--- config.mk ---
export PLATFORM = sky130hd
export DESIGN_NAME = decoder_arbiter
export DESIGN_NICKNAME = d
export VERILOG_FILES = /design/src/rtl/decoder_arbiter.sv
export SDC_FILE = /design/constraint.sdc
export NUM_CORES = 1
export LEC_CHECK = 0
export ABC_AREA = 1
export CORE_ASPECT_RATIO = 1.25
export CORE_MARGIN = 4
export CORE_UTILIZATION = 44
export CTS_CLUSTER_SIZE = 12
export DETAILED_ROUTE_END_ITERATION = 8
export GPL_TIMING_DRIVEN = 0
export PLACE_DENSITY = 0.71
export SLEW_MARGIN = 20
export SYNTH_ARGS = -nofsm -noshare
export SYNTH_HDL_FRONTEND = slang
export SYNTH_SLANG_ARGS = --single-unit
--- constraint.sdc ---
create_clock -name clk -period 1.4 [get_ports clk]
set_input_delay 0.42 -clock clk [delete_from_list [all_inputs] [get_ports clk]]
set_output_delay 0.42 -clock clk [all_outputs]
set_load 0.01 [all_outputs]
--- src/rtl/decoder_arbiter.sv ---
// decoder_arbiter
// ---------------------------------------------------------------------------
// Round-robin arbiter that shares one 2-to-4 decoder between four requesters.
// One requester owns the decoder per grant period. This block drives the
// decoder's select and active-low enable, and presents a registered one-hot
// grant vector so each requester can see its own grant.
//
// Parameters:
//   HOLD_MAX    maximum consecutive GRANT cycles per grant (legal 2..255);
//               only used when DECODER_ARB_TIMEOUT_EN is defined
//
// Ports:
//   clk         rising-edge clock
//   reset_n     asynchronous, active-low reset
//   req[3:0]    level requests; req[i] stays high while i wants/holds the decoder
//   d_sel[1:0]  decoder d_in select, index of the current grantee
//   en_n        decoder active-low enable (0 while a grant is active)
//   gnt[3:0]    registered one-hot grant, all zero when nobody owns the decoder
//   busy        high while in GRANT
//   timeout     one-cycle pulse when a grant is force-released
//
// Optional feature macro:
//   DECODER_ARB_TIMEOUT_EN  when defined, an 8-bit saturating hold counter
//                           force-releases a grant after HOLD_MAX cycles.
//                           When undefined, a grant lasts until the owner
//                           drops its request and timeout is tied low.
// ---------------------------------------------------------------------------
module decoder_arbiter #(
    parameter int HOLD_MAX = 15
) (
    input  logic       clk,
    input  logic       reset_n,
    input  logic [3:0] req,
    output logic [1:0] d_sel,
    output logic       en_n,
    output logic [3:0] gnt,
    output logic       busy,
    output logic       timeout
);

    typedef enum logic [1:0] {
        IDLE  = 2'd0,
        GRANT = 2'd1,
        GAP   = 2'd2
    } state_t;

    state_t     state, state_nxt;
    logic [1:0] ptr, ptr_nxt;
    logic [1:0] winner;
    logic [1:0] d_sel_nxt;
    logic [3:0] gnt_nxt;
    logic       en_n_nxt;
    logic       busy_nxt;
    logic       timeout_nxt;
    logic       hold_expired;

    // Reject illegal HOLD_MAX values at elaboration time.
    if (HOLD_MAX < 2 || HOLD_MAX > 255) begin : g_bad_hold_max
        $error("decoder_arbiter: HOLD_MAX must be in 2..255");
    end

`ifdef DECODER_ARB_TIMEOUT_EN
    logic [7:0] hold_cnt, hold_cnt_nxt;
    // hold_cnt is 0 in the first grant cycle, so reaching HOLD_MAX-1 means
    // the owner has had HOLD_MAX cycles.
    assign hold_expired = (hold_cnt == 8'(HOLD_MAX - 1));
`else
    assign hold_expired = 1'b0;
`endif

    // Round-robin search: ptr+1, ptr+2, ptr+3, ptr. The loop runs from the
    // lowest priority up so the highest-priority hit is the last write.
    always_comb begin
        winner = ptr;
        for (int i = 4; i >= 1; i--) begin
            if (req[ptr + 2'(i)]) begin
                winner = ptr + 2'(i);
            end
        end
    end

    // Next-state and next-output logic. Every output is computed here and
    // registered below, so there is no combinational path from req.
    always_comb begin
        state_nxt   = state;
        ptr_nxt     = ptr;
        d_sel_nxt   = d_sel;
        gnt_nxt     = gnt;
        en_n_nxt    = en_n;
        busy_nxt    = busy;
        timeout_nxt = 1'b0;
`ifdef DECODER_ARB_TIMEOUT_EN
        hold_cnt_nxt = hold_cnt;
`endif
        case (state)
            IDLE: begin
                if (|req) begin
                    state_nxt = GRANT;
                    ptr_nxt   = winner;
                    d_sel_nxt = winner;
                    gnt_nxt   = 4'b0001 << winner;
                    en_n_nxt  = 1'b0;
                    busy_nxt  = 1'b1;
`ifdef DECODER_ARB_TIMEOUT_EN
                    hold_cnt_nxt = 8'd0;
`endif
                end
            end
            GRANT: begin
                // A voluntary drop takes precedence over a coincident timeout.
                if (!req[d_sel] || hold_expired) begin
                    state_nxt   = GAP;
                    gnt_nxt     = 4'b0000;
                    en_n_nxt    = 1'b1;
                    busy_nxt    = 1'b0;
                    timeout_nxt = req[d_sel];
                end
`ifdef DECODER_ARB_TIMEOUT_EN
                else if (hold_cnt != 8'hFF) begin
                    hold_cnt_nxt = hold_cnt + 8'd1;
                end
`endif
            end
            GAP: begin
                // Dead cycle after every release; d_sel keeps its last value.
                state_nxt = IDLE;
            end
            default: begin
                state_nxt = IDLE;
            end
        endcase
    end

    // State, pointer and output registers.
    always_ff @(posedge clk or negedge reset_n) begin
        if (!reset_n) begin
            state   <= IDLE;
            ptr     <= 2'd3;
            d_sel   <= 2'd0;
            gnt     <= 4'b0000;
            en_n    <= 1'b1;
            busy    <= 1'b0;
            timeout <= 1'b0;
`ifdef DECODER_ARB_TIMEOUT_EN
            hold_cnt <= 8'd0;
`endif
        end else begin
            state   <= state_nxt;
            ptr     <= ptr_nxt;
            d_sel   <= d_sel_nxt;
            gnt     <= gnt_nxt;
            en_n    <= en_n_nxt;
            busy    <= busy_nxt;
            timeout <= timeout_nxt;
`ifdef DECODER_ARB_TIMEOUT_EN
            hold_cnt <= hold_cnt_nxt;
`endif
        end
    end

endmodule

# After elaboration in Yosys (flattened, before gate mapping)

Cells that the tools add are included.

Divide/modulo/power cells: 0
$mul: 0
Shifts and indexed selects: 1
Reductions and logical operators: 6
Add/sub/neg operators: 3
Eq/ne operators: 3
Bitwise gates (word level): 0
Order comparisons: 4
Mux-type cells: 23

Operators by type and width:

| operator            | number |
|---|---|
| $lt 2x3->1 const B  | 4 |
| $mux 2              | 5 |
| $bmux 1 s2          | 4 |
| $mux 1              | 8 |
| $mux 4              | 2 |
| $pmux 4 s2          | 1 |
| $add 2x2->2 const B | 2 |
| $ne 2x2->1 const B  | 2 |
| $pmux 1 s2          | 2 |
| $pmux 2 s2          | 1 |
| $reduce_and 2->1    | 2 |
| $reduce_or 4->1     | 1 |
| $shl 1x2->4 const A | 1 |
| $reduce_and 3->1    | 1 |
| $add 2x1->2 const B | 1 |
| $eq 2x1->1 const B  | 1 |
| $logic_not 2->1     | 1 |
| $reduce_bool 2->1   | 1 |

Memories: 0
Latch bits: 0
Memory bits (writable): 0
Bits in read-only memories: 0
Flip-flop bits (word level): 12
Input port bits: 6

# Depth between registers and ports, before layout

Gate-level depths: netlist of the first run.

Word-level depth: 9
Gate-level depth with buffers: 13

# Worst setup path before layout of the first run

OpenSTA, ideal clock, no wires.

Path kind: reg-to-reg
From: register ptr[0]
To: register gnt[1]
Buffers on the path: 1
Setup slack: 7 ps
Data required time: 1284 ps
Arrival: 1277 ps
Cell stages (with the launch flop): 13
Cells stage by stage: dfstp_2 buf_6 inv_6 nand2_1 nand2_2 nand2_2 nand2_1 inv_2 nand3_2 nand2_2 inv_2 nand2_1 nand2_1

Cells in the longest elaborated chain, start to end: 9

RTL lines:

| what                         | line   | text |
|---|---|---|
| from (decl)                  | 48     | `logic [1:0] ptr, ptr_nxt;` |
| from (signal assigned)       | 149    | `ptr <= ptr_nxt;` |
| $add 2x2->2                  | 76, 77 |  |
| $bmux 1 s2                   | 76     | `if (req[ptr + 2'(i)]) begin` |
| $mux 1 (not written as such) | 76     |  |
| $mux 2 (2 in a row)          | 76     |  |
| $mux 2 *                     | 76     |  |
| $shl 1x2->4 *                | 101    | `gnt_nxt = 4'b0001 << winner;` |
| $mux 4 *                     | 97     | `if (\|req) begin` |
| $pmux 4 s2 *                 | 95     | `case (state)` |
| to (signal assigned)         | 151    | `gnt <= gnt_nxt;` |
| to (decl)                    | 36     | `output logic [3:0] gnt,` |

Mark *: on every way between the ends. The rest lies on a longest branch, timed or not. The select of a mux whose other input is x is not followed.
A chain may end at the register's enable or synchronous reset.

# Final worst setup path of the first run

From: register ptr[0]
To: register gnt[0]

The elaborated chain is that of the path after synthesis.

==> results of run 1 <==
-- registers in the layout, indices dropped and copies added (netlist names) --
register and flops:
ptr 2, gnt 4, en_n 1, d_sel 2, state 2, busy 1
-- cells by family after synthesis --
group,after synthesis,synth area share
AOI/OAI and AO/OA,9,0.07522
buffers and inverters,16,0.1043
DFF,12,0.4154
other,1,0.005123
and+or+nand+nor,61,0.4000
-- what timing repair did --
item,CTS,global route
setup endpoints to repair,18,11
pin swaps,3,9
cloned,1,0
setup buffers,4,2
resized for setup,23,19
-- power groups by stage --
stage          clock network (µW)  registers, µW  logic (µW)
4_1_cts                       283            642        1610
6_report                      278            638        1850
5_1_grt                       305            657        2050
3_5_place_dp                    0            636        1440
2_1_floorplan                   0            666        1030
3_3_place_gp                    0            633        1420
-- cell usage in the layout (no fill, tap or decap), drive strengths merged --
| master | netlist | layout |
|---|---|---|
| a21oi | 4 | 4 |
| buf | 2 | 9 |
| clkbuf | 0 | 5 |
| clkdlybuf4s15 | 0 | 3 |
| clkdlybuf4s50 | 0 | 1 |
| conb | 1 | 1 |
| dfrtp | 9 | 9 |
| dfstp | 3 | 3 |
| dlygate4sd2 | 0 | 8 |
| inv | 14 | 14 |
| nand2 | 47 | 47 |
| nand3 | 4 | 4 |
| nand4 | 1 | 1 |
| nor2 | 8 | 8 |
| nor4 | 1 | 1 |
| o21ai | 4 | 4 |
| o31ai | 1 | 1 |
-- area by class of cell --
cell class	count	area [µm²]	share of cell area
well taps	18	22.52	0.02130
clock buffers	4	36.28	0.03432
multi-input cells	71	429.2	0.4059
inverters	14	57.56	0.05444
flip-flops and latches	12	304.0	0.2876
repair buffers	20	185.2	0.1751
plain buffers	2	22.52	0.02130
-- layer usage --
metal | part of all wire | track usage | up-vias
li1 | - | - | 348
met1 | 0.45 | 0.1979 | 308
met2 | 0.48 | 0.2608 | 24
met3 | 0.051 | 0.02676 | 4
met4 | 0.015 | 0.08040 | 0
met5 | 0 | 0 | -
-- metrics by stage --
step / power [µW] / area, µm²
2_1_floorplan: 1696 / 732.0
3_3_place_gp: 2049 / 884.6
3_5_place_dp: 2072 / 884.6
4_1_cts: 2537 / 979.7
5_1_grt: 3010 / 1057
6_report: 2765 / 1057
-- critical path, stage by stage (launching register included) --
cell and delay (ns):
sky130_fd_sc_hd__dfstp_2 0.57, sky130_fd_sc_hd__buf_8 0.13, sky130_fd_sc_hd__inv_6 0.05, sky130_fd_sc_hd__nand2_2 0.07, sky130_fd_sc_hd__nand2_4 0.06, sky130_fd_sc_hd__nand2_2 0.06, sky130_fd_sc_hd__nand2_1 0.06, sky130_fd_sc_hd__nor2_2 0.13
sky130_fd_sc_hd__o21ai_4 0.08, sky130_fd_sc_hd__nor2_4 0.13, sky130_fd_sc_hd__nand2_1 0.07, sky130_fd_sc_hd__nand2_1 0.06
-- worst max path at each step --
| stage | from | end | slack, ns | depth (start not counted) |
|---|---|---|---|---|
| after floorplan | ptr[0] | gnt[1] | 0.007 | 12 |
| final | ptr[0] | gnt[0] | -0.13 | 11 |
| after global routing | ptr[0] | gnt[1] | -0.26 | 12 |
| after detailed placement | req[1] | gnt[1] | -0.54 | 7 |
| after CTS | ptr[0] | gnt[1] | -0.16 | 10 |
| after global placement | req[1] | gnt[1] | -0.55 | 7 |
==> flow_summary.json, run 1 <==
{
  "synth-async-reset-ratio": 1.000,
  "pre_cts_slack_ns": -0.5435,
  "p_per_area_mw_per_mm2": 2615,
  "cts.sinks": 12,
  "holdCritPathClass": "input port to async pin",
  "synth_fp_nets": 105,
  "synth-seq-area-share": 0.4154,
  "leakage_power_figure_uw": 0.0005759,
  "grt_first_pass_wirelength_um": 2801,
  "pwr-share-clk": 0.100,
  "report.final.setup_viol": 8,
  "final-max-slew-violation-count": 0,
  "net_switching_fraction_of_the_power": 0.4689,
  "final_core_util": 0.6685,
  "critical_register_to_register_path_startpoint": "ptr[0]",
  "hold_slack_ns": 0.4820,
  "violations": "negative setup slack",
  "synth_largest_type_area_fraction": 0.3077,
  "finalHoldViolCount": 0,
  "drv.max_cap_violation_count": 0,
  "fmaxAchievable_mhz": 652.7,
  "slew-limit-headroom": 0.6501,
  "timing.setup.tns_ns": -0.8237,
  "synth-main-ff-cell": "sky130_fd_sc_hd__dfrtp_1",
  "initial_core_util": 0.4628,
  "average_cell_area_after_synthesis_um2": 7.393,
  "count_of_flip_flops_with_a_built_in_enable_after_synthesis": 0,
  "grt_max_degree": 13,
  "power.share.combinational": 0.669,
  "viasPerCell": 4.851,
  "final_min_period_over_clock_period": 1.094,
  "worstReg2RegEnd": "gnt[0]",
  "overall_die_area_mm2": 0.002384,
  "route.final.wire_length_um": 1662,
  "worst-slew-pin-transition_ns": 0.5232,
  "synth.lib_cells_used.distinct": 21,
  "ys.warnings.count": 0,
  "period_needed_ns": 1.532,
  "antenna_violations_before_repair": 0,
  "syn_to_final_growth_pct": 44.44,
  "grt_use_total": 0.1588,
  "finalNonFillerCells": 141,
  "die_x_um": 44.48,
  "post_cts_hold_buffer_count": 0,
  "total_vias_in_the_final_route": 684,
  "detail-route-antenna-nets": 0,
  "rsz0062_at_grt": "yes",
  "cellInternalPower_uw": 1468,
  "synth-seq-cells": 12,
  "numPlacedInstances": 130,
  "syn_area_um2": 732.0,
  "setup.worst_path.end_class": "flop",
  "ios": 15,
  "drt_first_iter_violations": 4,
  "required_ns": 1.62,
  "placeable_core_region_mm2": 0.001582,
  "antenna-diode-count": 0,
  "power.switching_uw": 1296,
  "cts_tree": "yes",
  "synth_largest_area_cell": "sky130_fd_sc_hd__dfrtp_1",
  "synth_cells": 99,
  "clockBufferDepth": 2,
  "io_buffers": 13,
  "die_h_um": 53.60,
  "most_frequent_cell_after_synthesis": "sky130_fd_sc_hd__nand2_1",
  "worst_slack_ns": -0.1320,
  "synth_commonest_cells": "sky130_fd_sc_hd__nand2_1, sky130_fd_sc_hd__nand2_2, sky130_fd_sc_hd__dfrtp_1, sky130_fd_sc_hd__inv_1, sky130_fd_sc_hd__nor2_1",
  "wl_per_cell_um": 11.79,
  "irDropWorstVdd_uv": 1350,
  "firstDrtPassIters": 4,
  "ctsRootBufferMaster": "sky130_fd_sc_hd__clkbuf_4",
  "numnets_final": 130,
  "post-route-drc-count": 0,
  "timing_worst_setup_path_type": "flop to flop",
  "power.sequential.fraction": 0.231,
  "grt.overflow.total": 0,
  "path_clk_slew_ns": 0.08,
  "cts_max_level": 1,
  "detailed_place_hpwl_um": 1063,
  "critical_path_peak_fanout": 6,
  "std_cell_rows": 16,
  "data_arrival_time_of_the_worst_path_ns": 1.75,
  "skew_ns": 0.001720,
  "insertion_delay_ns": 0.27,
  "run_status": "finished, violations left",
  "drive_above_1_share": 0.4390,
  "gpl.final_weighted_congestion": 0.8368,
  "numCtsBuffers": 3,
  "final_layout_fill_cell_count": 138,
  "crit_path_start_kind": "flop",
  "yosys-top-cells-area": "sky130_fd_sc_hd__dfrtp_1, sky130_fd_sc_hd__nand2_1, sky130_fd_sc_hd__dfstp_2",
  "grt_pass1_vias": 710,
  "rr_worst_depth": 11,
  "r2r_slack_ns": -0.13
}
(Power assumes the default switching activity.)
==> run 2: changes to the inputs <==
Settings changed: CORE_UTILIZATION 44 to 45, CTS_BUF_LIST from default to sky130_fd_sc_hd__clkbuf_8, CTS_CLUSTER_DIAMETER from default to 30, MAX_ROUTING_LAYER from default to met4, PLACE_DENSITY 0.71 to 0.72.
==> flow_summary.json, run 2 (synthesized netlist as in run 1, its figures left out) <==
{
  "run_status": "finished, violations left",
  "violations": "negative setup slack",
  "report.final.setup_viol": 8,
  "worst_hold_path.endpoint": "busy",
  "setup.worst_path.end_class": "flop",
  "critical_path_peak_fanout": 6,
  "p_per_area_mw_per_mm2": 2682,
  "worst-slew-pin-transition_ns": 0.5036,
  "final_core_util": 0.6939,
  "ctsRootBufferMaster": "sky130_fd_sc_hd__clkbuf_8",
  "leakage_power_figure_uw": 0.0005869,
  "drv.max_cap_violation_count": 0,
  "irDropWorstVdd_uv": 1379,
  "r2r_slack_ns": -0.22,
  "met2RoutedLength_um": 956,
  "placeable_core_region_mm2": 0.001562,
  "layout.cells.most_common_list": "sky130_fd_sc_hd__nand2_1, sky130_fd_sc_hd__nand2_2, sky130_fd_sc_hd__dlygate4sd2_1, sky130_fd_sc_hd__inv_1, sky130_fd_sc_hd__dfrtp_1",
  "cellInternalPower_uw": 1522,
  "seqCellArea_um2": 304.0,
  "total_vias_in_the_final_route": 665,
  "final_layout_fill_cell_count": 141,
  "path_clk_slew_ns": 0.05,
  "post_cts_hold_buffer_count": 0,
  "drt_first_iter_violations": 3,
  "worst_slack_ns": -0.2170,
  "std_cell_rows": 16,
  "final_min_period_over_clock_period": 1.155,
  "crit_path_cell_trace": "buf_8, inv_8, nand2_1, nand3_1, nand2_4, inv_2, nand2_2, nand3_2, nand2_2, inv_2, nand2_1, nand2_1",
  "timing.critical_path.slowest_stage_cell": "sky130_fd_sc_hd__dfstp_2",
  "drt-met1-wl_um": 722,
  "hold_path.startpoint": "busy",
  "post-route-drc-count": 0,
  "viasPerCell": 4.750,
  "grt_use_total": 0.1734,
  "insertion_delay_ns": 0.23,
  "gpl.final_weighted_congestion": 0.8410,
  "die_x_um": 44.07,
  "fmaxAchievable_mhz": 618.4,
  "grt_max_degree": 13,
  "cpLargestDelayFamily": "simple AND/OR/NAND/NOR gates",
  "overall_die_area_mm2": 0.002340,
  "data_arrival_time_of_the_worst_path_ns": 1.74,
  "period_needed_ns": 1.617,
  "final-max-slew-violation-count": 0,
  "multi_input_gate_area_um2": 459.2,
  "firstDrtPassIters": 4,
  "holdCritPathClass": "flop to flop",
  "detailed_place_hpwl_um": 1120,
  "numPlacedInstances": 130,
  "crit_path_start_kind": "flop",
  "power.sequential.fraction": 0.225,
  "power.switching_uw": 1384,
  "syn_to_final_growth_pct": 48.03,
  "io_buffers": 13,
  "numnets_final": 129,
  "die_h_um": 53.09,
  "path_buf_inv": 4,
  "grt_pass1_vias": 739,
  "cp_slowest_stage_delay_ns": 0.57,
  "cts_max_level": 1,
  "timing_worst_setup_path_type": "flop to flop",
  "ios": 15,
  "route.final.wire_length_um": 1732,
  "largest_reg_flops": 4,
  "worstReg2RegEnd": "gnt[1]",
  "wl_per_cell_um": 12.37,
  "antenna_violations_before_repair": 0,
  "top_register": "gnt",
  "net_switching_fraction_of_the_power": 0.4764,
  "critical_register_to_register_path_startpoint": "ptr[0]",
  "cts_tree": "yes",
  "pwr-share-clk": 0.106,
  "grt.overflow.total": 0,
  "clockBufferDepth": 2,
  "highest-signal-layer": "met4",
  "cts.sinks": 12,
  "pre_cts_slack_ns": -0.5301,
  "timing.hold.worst_path_depth": 2,
  "slew-limit-headroom": 0.6632,
  "met3_wirelength_um": 33,
  "detail-route-antenna-nets": 0,
  "finalHoldViolCount": 0,
  "finalNonFillerCells": 140,
  "required_ns": 1.52,
  "post_dp_cell_area_um2": 884.6,
  "power_total_uw": 2906,
  "antenna-diode-count": 0,
  "rsz0062_at_grt": "yes",
  "numCtsBuffers": 3,
  "rr_worst_depth": 12,
  "critical_path.most_common_cell": "sky130_fd_sc_hd__nand2_1",
  "final_design_area_no_fill_mm2": 0.001084,
  "layout.cells.most_common": "sky130_fd_sc_hd__nand2_1",
  "initial_core_util": 0.4687,
  "skew_ns": 0.0003414,
  "power.share.combinational": 0.670,
  "grt_first_pass_wirelength_um": 2863,
  "drive_above_1_share": 0.4426
}
run 2: layout make-up:
class                   count  share of cell area
inverters                  14             0.05543
multi-input cells          71              0.4238
well taps                  18             0.02079
flip-flops and latches     12              0.2806
clock buffers               3             0.03811
repair buffers             19              0.1570
plain buffers               2             0.02079
clock inverters             1            0.003464
run 2: how the worst max path moves through the flow:
stage            from  depth (start not counted)      to  slack, ns
2_1_floorplan  ptr[0]                         12  gnt[1]      0.007
3_3_place_gp   req[1]                          7  gnt[0]      -0.54
3_5_place_dp   req[1]                          7  gnt[0]      -0.53
4_1_cts        ptr[0]                         10  gnt[0]      -0.17
5_1_grt        ptr[0]                         12  gnt[2]      -0.28
6_report       ptr[0]                         12  gnt[1]      -0.22
run 2: per-layer routing:
| layer | global-route usage | up-vias |
|---|---|---|
| met3 | 0.02381 | 4 |
| li1 | - | 347 |
| met4 | 0.1256 | 0 |
| met5 | - | - |
| met1 | 0.1882 | 303 |
| met2 | 0.2864 | 11 |
run 2: power by group through the flow:
stage	Combinational (µW)	Sequential, µW	Clock [µW]
2_1_floorplan	1030	666	0
3_3_place_gp	1420	630	0
3_5_place_dp	1440	638	0
4_1_cts	1750	644	317
5_1_grt	2150	675	331
6_report	1950	653	307
run 2: timing repair:
item / in CTS / in global routing
gates resized for setup: 28 / 19
endpoints found under the setup margin: 19 / 9
pin swaps: 5 / 18
buffers inserted: 6 / 0
gates cloned: 1 / 0
run 2: worst reg2reg max path: cells and delay by family, from the launching register on:
family	cells	cell delay, ns
flip-flops	1	0.57
AND/OR/NAND/NOR	8	0.66
buffers and inverters	4	0.28
run 2: stage by stage:
| stage | setup TNS (ns) | hold slack [ns] |
|---|---|---|
| floorplan | 0 | 0.1244 |
| global placement | -5.252 | 0.4660 |
| detailed placement | -5.405 | 0.4672 |
| CTS | -1.069 | 0.4800 |
| global route | -1.927 | 0.4979 |
| finish | -1.397 | 0.4779 |
